===== src/rtl/instr_fetch_unit.sv =====
// ---------------------------------------------------------------------------
// instr_fetch_unit
//
// Fetch stage of the RISC-V core. It owns the fetch PC and drives the
// synchronous-read instruction memory. Each returned word is buffered with
// its PC in a small FIFO. The head entry goes to the decoder over a
// valid/ready handshake. A redirect (branch/jump) loads a new PC and throws
// away every buffered or in-flight word.
//
// Parameters
//   RESET_PC      PC loaded on reset (bits [1:0] forced to 0)
//   DEPTH         FIFO entries; 2 is the minimum for one instruction per cycle
//
// Ports
//   CLK           clock, all state changes on the rising edge
//   RST           synchronous active-high reset, overrides every other input
//   address_IMEM  IMEM word address, fetch_pc[11:2]
//   data_IMEM     IMEM read data, valid one cycle after its address
//   redirect_i    load redirect_pc_i as the new PC and flush
//   redirect_pc_i redirect target, low two bits ignored
//   ready_i       decoder accepts the head entry this cycle
//   valid_o       head entry valid (FIFO not empty)
//   instr_o       head instruction (0 when not valid)
//   pc_o          PC of the head instruction (0 when not valid)
// ---------------------------------------------------------------------------
module instr_fetch_unit #(
  parameter logic [31:0] RESET_PC = 32'h0000_0000,
  parameter int          DEPTH    = 2
) (
  input  logic        CLK,
  input  logic        RST,
  output logic [9:0]  address_IMEM,
  input  logic [31:0] data_IMEM,
  input  logic        redirect_i,
  input  logic [31:0] redirect_pc_i,
  input  logic        ready_i,
  output logic        valid_o,
  output logic [31:0] instr_o,
  output logic [31:0] pc_o
);

  localparam int PTR_W = (DEPTH > 1) ? $clog2(DEPTH) : 1;
  localparam int CNT_W = $clog2(DEPTH + 1);
  localparam int OCC_W = CNT_W + 1;

  localparam logic [PTR_W-1:0] LAST_PTR         = PTR_W'(DEPTH - 1);
  localparam logic [OCC_W-1:0] DEPTH_OCC        = OCC_W'(DEPTH);
  localparam logic [31:0]      RESET_PC_ALIGNED = {RESET_PC[31:2], 2'b00};

  logic [31:0]      r_fetchPc;
  logic             r_inflight;
  logic [31:0]      r_inflightPc;
  logic             r_squash;
  logic [CNT_W-1:0] r_count;
  logic [PTR_W-1:0] r_rdPtr;
  logic [PTR_W-1:0] r_wrPtr;
  logic [31:0]      r_fifoPc    [DEPTH];
  logic [31:0]      r_fifoInstr [DEPTH];

  logic             w_pop;
  logic             w_push;
  logic             w_issue;
  logic [OCC_W-1:0] w_occupancy;
  logic [31:0]      w_redirectPc;
  logic [PTR_W-1:0] w_rdPtrNext;
  logic [PTR_W-1:0] w_wrPtrNext;

  assign address_IMEM = r_fetchPc[11:2];

  // Head outputs come straight from the FIFO storage, so they stay stable
  // while the decoder stalls. They are forced to zero while the FIFO is empty.
  assign valid_o = (r_count != '0);
  assign pc_o    = valid_o ? r_fifoPc[r_rdPtr]    : 32'h0;
  assign instr_o = valid_o ? r_fifoInstr[r_rdPtr] : 32'h0;

  assign w_redirectPc = redirect_pc_i & 32'hFFFF_FFFC;

  // A new fetch is issued only if every word already owed to the FIFO
  // (buffered + in flight - leaving now) still leaves room for it. This
  // keeps the FIFO from overflowing, so no returning word is ever dropped.
  always_comb begin
    w_pop       = valid_o & ready_i;
    w_push      = r_inflight & ~r_squash & ~redirect_i;
    w_occupancy = {1'b0, r_count} + OCC_W'(r_inflight) - OCC_W'(w_pop);
    w_issue     = ~redirect_i & (w_occupancy < DEPTH_OCC);
    w_rdPtrNext = (r_rdPtr == LAST_PTR) ? '0 : r_rdPtr + 1'b1;
    w_wrPtrNext = (r_wrPtr == LAST_PTR) ? '0 : r_wrPtr + 1'b1;
  end

  // PC and in-flight tracking. A redirect turns any outstanding fetch into
  // a squashed one, so its returning word is discarded instead of pushed.
  always_ff @(posedge CLK) begin
    if (RST) begin
      r_fetchPc    <= RESET_PC_ALIGNED;
      r_inflight   <= 1'b0;
      r_inflightPc <= 32'h0;
      r_squash     <= 1'b0;
    end else if (redirect_i) begin
      r_fetchPc  <= w_redirectPc;
      r_inflight <= 1'b0;
      r_squash   <= r_inflight;
    end else begin
      r_squash <= 1'b0;
      if (w_issue) begin
        r_inflight   <= 1'b1;
        r_inflightPc <= r_fetchPc;
        r_fetchPc    <= r_fetchPc + 32'd4;
      end else begin
        r_inflight <= 1'b0;
      end
    end
  end

  // FIFO bookkeeping. A redirect empties the buffer. A push and a pop in
  // the same cycle leave the count unchanged.
  always_ff @(posedge CLK) begin
    if (RST || redirect_i) begin
      r_count <= '0;
      r_rdPtr <= '0;
      r_wrPtr <= '0;
    end else begin
      if (w_push) begin
        r_wrPtr <= w_wrPtrNext;
      end
      if (w_pop) begin
        r_rdPtr <= w_rdPtrNext;
      end
      unique case ({w_push, w_pop})
        2'b10:   r_count <= r_count + 1'b1;
        2'b01:   r_count <= r_count - 1'b1;
        default: r_count <= r_count;
      endcase
    end
  end

  // FIFO storage needs no reset. Entries are only observed once the count
  // says they were written.
  always_ff @(posedge CLK) begin
    if (!RST && w_push) begin
      r_fifoPc[r_wrPtr]    <= r_inflightPc;
      r_fifoInstr[r_wrPtr] <= data_IMEM;
    end
  end

endmodule


===== config.mk =====
export PLATFORM = sky130hd
export DESIGN_NAME = instr_fetch_unit
export DESIGN_NICKNAME = d
export VERILOG_FILES = /design/src/rtl/instr_fetch_unit.sv
export SDC_FILE = /design/constraint.sdc
export NUM_CORES = 1
export LEC_CHECK = 0
export CAP_MARGIN = 10
export CORE_MARGIN = 2
export CORE_UTILIZATION = 47
export CTS_CLUSTER_DIAMETER = 120
export DETAILED_ROUTE_END_ITERATION = 7
export PLACE_DENSITY_LB_ADDON = 0.15
export SKIP_CTS_REPAIR_TIMING = 1
export SYNTH_ARGS = -nofsm -noshare
export SYNTH_HDL_FRONTEND = slang
export SYNTH_SLANG_ARGS = --single-unit

===== constraint.sdc =====
create_clock -name CLK -period 3.7 [get_ports CLK]
set_clock_uncertainty 0.1 [all_clocks]
set_input_delay 0.37 -clock CLK [delete_from_list [all_inputs] [get_ports CLK]]
set_output_delay 0.37 -clock CLK [all_outputs]
set_load 0.02 [all_outputs]

==> impl_metrics.json <==
{
  "status": "completed",
  "yosys_warnings": 0,
  "htreeDepth": 4,
  "n_fill_cell": 1329,
  "syn2layout_area_growth_pct": 28.0,
  "cp-start-kind": "flop",
  "cts.reportedPaths.clkPinSlew_ns": 0.07,
  "synth_cells": 671,
  "internal_power_w": 0.00347,
  "worstPathArrival_ns": 3.60,
  "grt_use_total_pct": 19.2,
  "netlist_area_mm2": 0.00791,
  "gp_congestion": 0.842,
  "wl_met2_um": 8270,
  "dieHeight_um": 134,
  "synth-xor-area-share_pct": 1.44,
  "clkPwrFrac_pct": 38.8,
  "p_sw_share_pct": 22.2,
  "wl_per_cell_um": 16.4,
  "clkLatencyLatePin_ns": 0.43,
  "m1WireLength_um": 7310,
  "power_w": 0.00446,
  "setup_tns_ns": 0,
  "peakVddDrop_mv": 0.332,
  "cp-endpoint": "r_fetchPc[18]",
  "synth_compound_area_share_pct": 7.34,
  "drive_gt1_share_pct": 7.66,
  "dp_slack_ns": -0.0343,
  "synth_top_area_share_pct": 47.1,
  "switching_power_w": 0.000991,
  "period_share_pct": 91.0,
  "drc": 0,
  "io_pins": 143,
  "rsz0062_at_grt": "false",
  "cp_max_fo": 10,
  "hold_viol": 0,
  "gr-total-overflow": 0,
  "synth.top_cells.by_count": "edfxtp_1 (124), nor2_1 (99), nand2_1 (74)",
  "setup_slack_ns": 0.333,
  "post_dp_cell_area_mm2": 0.00955,
  "synth.area.mux_share_pct": 7.85,
  "synth-simple-area-share_pct": 15.1,
  "post-dp-hpwl_um": 11300,
  "cts_tree": "yes",
  "synth_fa_ha_area_share_pct": 0.728,
  "synth_edf_count": 124,
  "cts_buffer_depth": 2,
  "worstMarginPinSlew_ns": 0.674,
  "numCtsBuffers": 17,
  "grt_pass1_vias": 5425,
  "drt-initial-drc-count": 306,
  "crit_type": "flop to flop",
  "dieArea_mm2": 0.0179,
  "yosysTopAreaCell": "edfxtp_1",
  "finalInstanceArea_mm2": 0.0101,
  "synthArstFlopShare_pct": 0,
  "highest_layer": "met4",
  "fin_nets": 868,
  "portBuffers": 138,
  "diodes": 0,
  "synth-seq-cells": 191,
  "grt_max_degree": 63,
  "r2r_end": "r_fetchPc[18]",
  "die_w_um": 134,
  "holdWs_ns": 0.308,
  "first_pass_iters": 6,
  "power_frac_seq_pct": 53.5,
  "clock_sinks": 191,
  "ys_seq_area_share_pct": 64.0,
  "cap_violations": 0,
  "core_mm2": 0.0165,
  "synth_top_flop_cell": "edfxtp_1",
  "maxSlewViolCount": 0,
  "std_cell_rows": 47,
  "cts_root_buf": "clkbuf_16",
  "hold_class": "primary input to flop",
  "start_util_pct": 47.9,
  "reg2reg_setup_slack_ns": 0.33,
  "routed_wl_um": 16900,
  "synth_most_common_cell": "edfxtp_1",
  "p_comb_share_pct": 7.7,
  "slew_headroom_pct": 55.1,
  "fin_crit_ns": 3.37,
  "powerDensity_mw_per_mm2": 440,
  "grt_pass1_wl_um": 26800,
  "ys_types": 47,
  "rr_worst_depth": 10,
  "max_freq_mhz": 297,
  "cp.required_ns": 3.94,
  "startpoint": "r_count[0]",
  "leakage_nw": 3.23,
  "synth.avg_cell_area_um2": 11.8,
  "timing.rr.start": "r_count[0]",
  "wl_met3_um": 918,
  "synth_top_family_by_area": "simple AND/OR/NAND/NOR gates",
  "endpoint_kind": "flop",
  "antenna_found_initial": 0,
  "via_per_inst": 5.46,
  "setup_viol": 0,
  "vias": 5615,
  "ant_nets": 0,
  "synth.area.top_cells": "edfxtp_1 (47%), dfxtp_1 (17%), mux2i_1 (7.8%)"
}
## cell usage in the layout (no fill, tap or decap), types with 5 or more instances in the layout
| cell type | instances |
|---|---|
| clkdlybuf4s50_1 | 137 |
| edfxtp_1 | 124 |
| nor2_1 | 97 |
| nand2_1 | 74 |
| dfxtp_1 | 66 |
| mux2i_1 | 62 |
| a21oi_1 | 32 |
| clkbuf_16 | 18 |
| nand3_1 | 16 |
| buf_4 | 16 |
| a311oi_1 | 15 |
| xnor2_1 | 10 |
| nor4_1 | 10 |
| o31ai_1 | 10 |
| nand4_1 | 8 |
| a211oi_1 | 8 |
| inv_1 | 7 |
| or4_1 | 7 |
| o21ai_0 | 6 |
| and4_1 | 5 |
| or3_1 | 5 |
| buf_12 | 5 |
## per-layer routing
metal  global-route usage, %  up-vias
met5                       0        -
met4                    7.57        0
met3                    3.81       28
met2                    32.6      171
met1                    24.1     2714
li1                        -     2702
## critical path: stages, from the launching register on
cell      delay [ns]
dfxtp_1         0.44
nor2_4          0.06
inv_1           0.06
and2_1          0.22
ha_1            0.26
nand2b_1        0.15
fa_1            0.41
xor2_1          0.17
or4_4           0.61
or4_1           0.52
a311oi_1        0.27
## worst min path at each step
| stage | from | endpoint | slack [ns] | cells after the start |
|---|---|---|---|---|
| 4_1_cts | RST | r_inflightPc[25] | 0.30 | 2 |
| 3_3_place_gp | r_inflightPc[23] | r_fifoPc[0][23] | 0.33 | 0 |
| 5_1_grt | RST | r_inflightPc[25] | 0.32 | 2 |
| 3_5_place_dp | r_inflightPc[22] | r_fifoPc[1][22] | 0.34 | 0 |
| 2_1_floorplan | r_inflightPc[10] | r_fifoPc[0][10] | 0.33 | 0 |
| 6_report | RST | r_inflightPc[25] | 0.31 | 2 |
## registers in the layout (all words and copies together), names as in the netlist, named ones only
name,flops
r_fifoInstr,64
r_fifoPc,60
r_fetchPc,30
r_inflightPc,30
r_count,2
r_inflight,1
r_rdPtr,1
r_squash,1
r_wrPtr,1
## logic make-up (layout without fill, tap and decap cells)
| kind of cell | Yosys count | count (layout) |
|---|---|---|
| other | 1 | 2 |
| adders and majority gates | 4 | 4 |
| AOI/OAI and AO/OA | 86 | 86 |
| xor gates and xnor gates | 13 | 13 |
| buffers and inverters | 61 | 198 |
| DFF | 191 | 191 |
| and+or+nand+nor | 253 | 253 |
| muxes | 62 | 62 |
## power groups by stage
stage / registers [W] / clock network, W / logic (W)
final: 0.00239 / 0.00173 / 0.000341
after global routing: 0.00239 / 0.00185 / 0.000371
after CTS: 0.00239 / 0.00177 / 0.000344
after detailed placement: 0.00243 / 0 / 0.000343
after global placement: 0.00243 / 0 / 0.000334
after floorplan: 0.00241 / 0 / 0.000189
## per-stage QoR
stage          std cells  util (%)
4_1_cts             1029      61.2
2_1_floorplan        672         -
6_report            1029      61.3
5_1_grt             1029      61.3
3_3_place_gp         997      57.8
3_5_place_dp         997      57.8
## final cells by class
class	instances	area (µm²)	share of cell area [%]
Clock buffer	21	462	4.56
Clock inverter	11	104	1.03
Inverter	7	26.3	0.260
Multi-Input combinational cell	420	2590	25.6
Sequential cell	191	5070	50.1
Tap cell	220	275	2.72
Timing Repair Buffer	159	1600	15.8
Power figures use the tool's default switching activity.
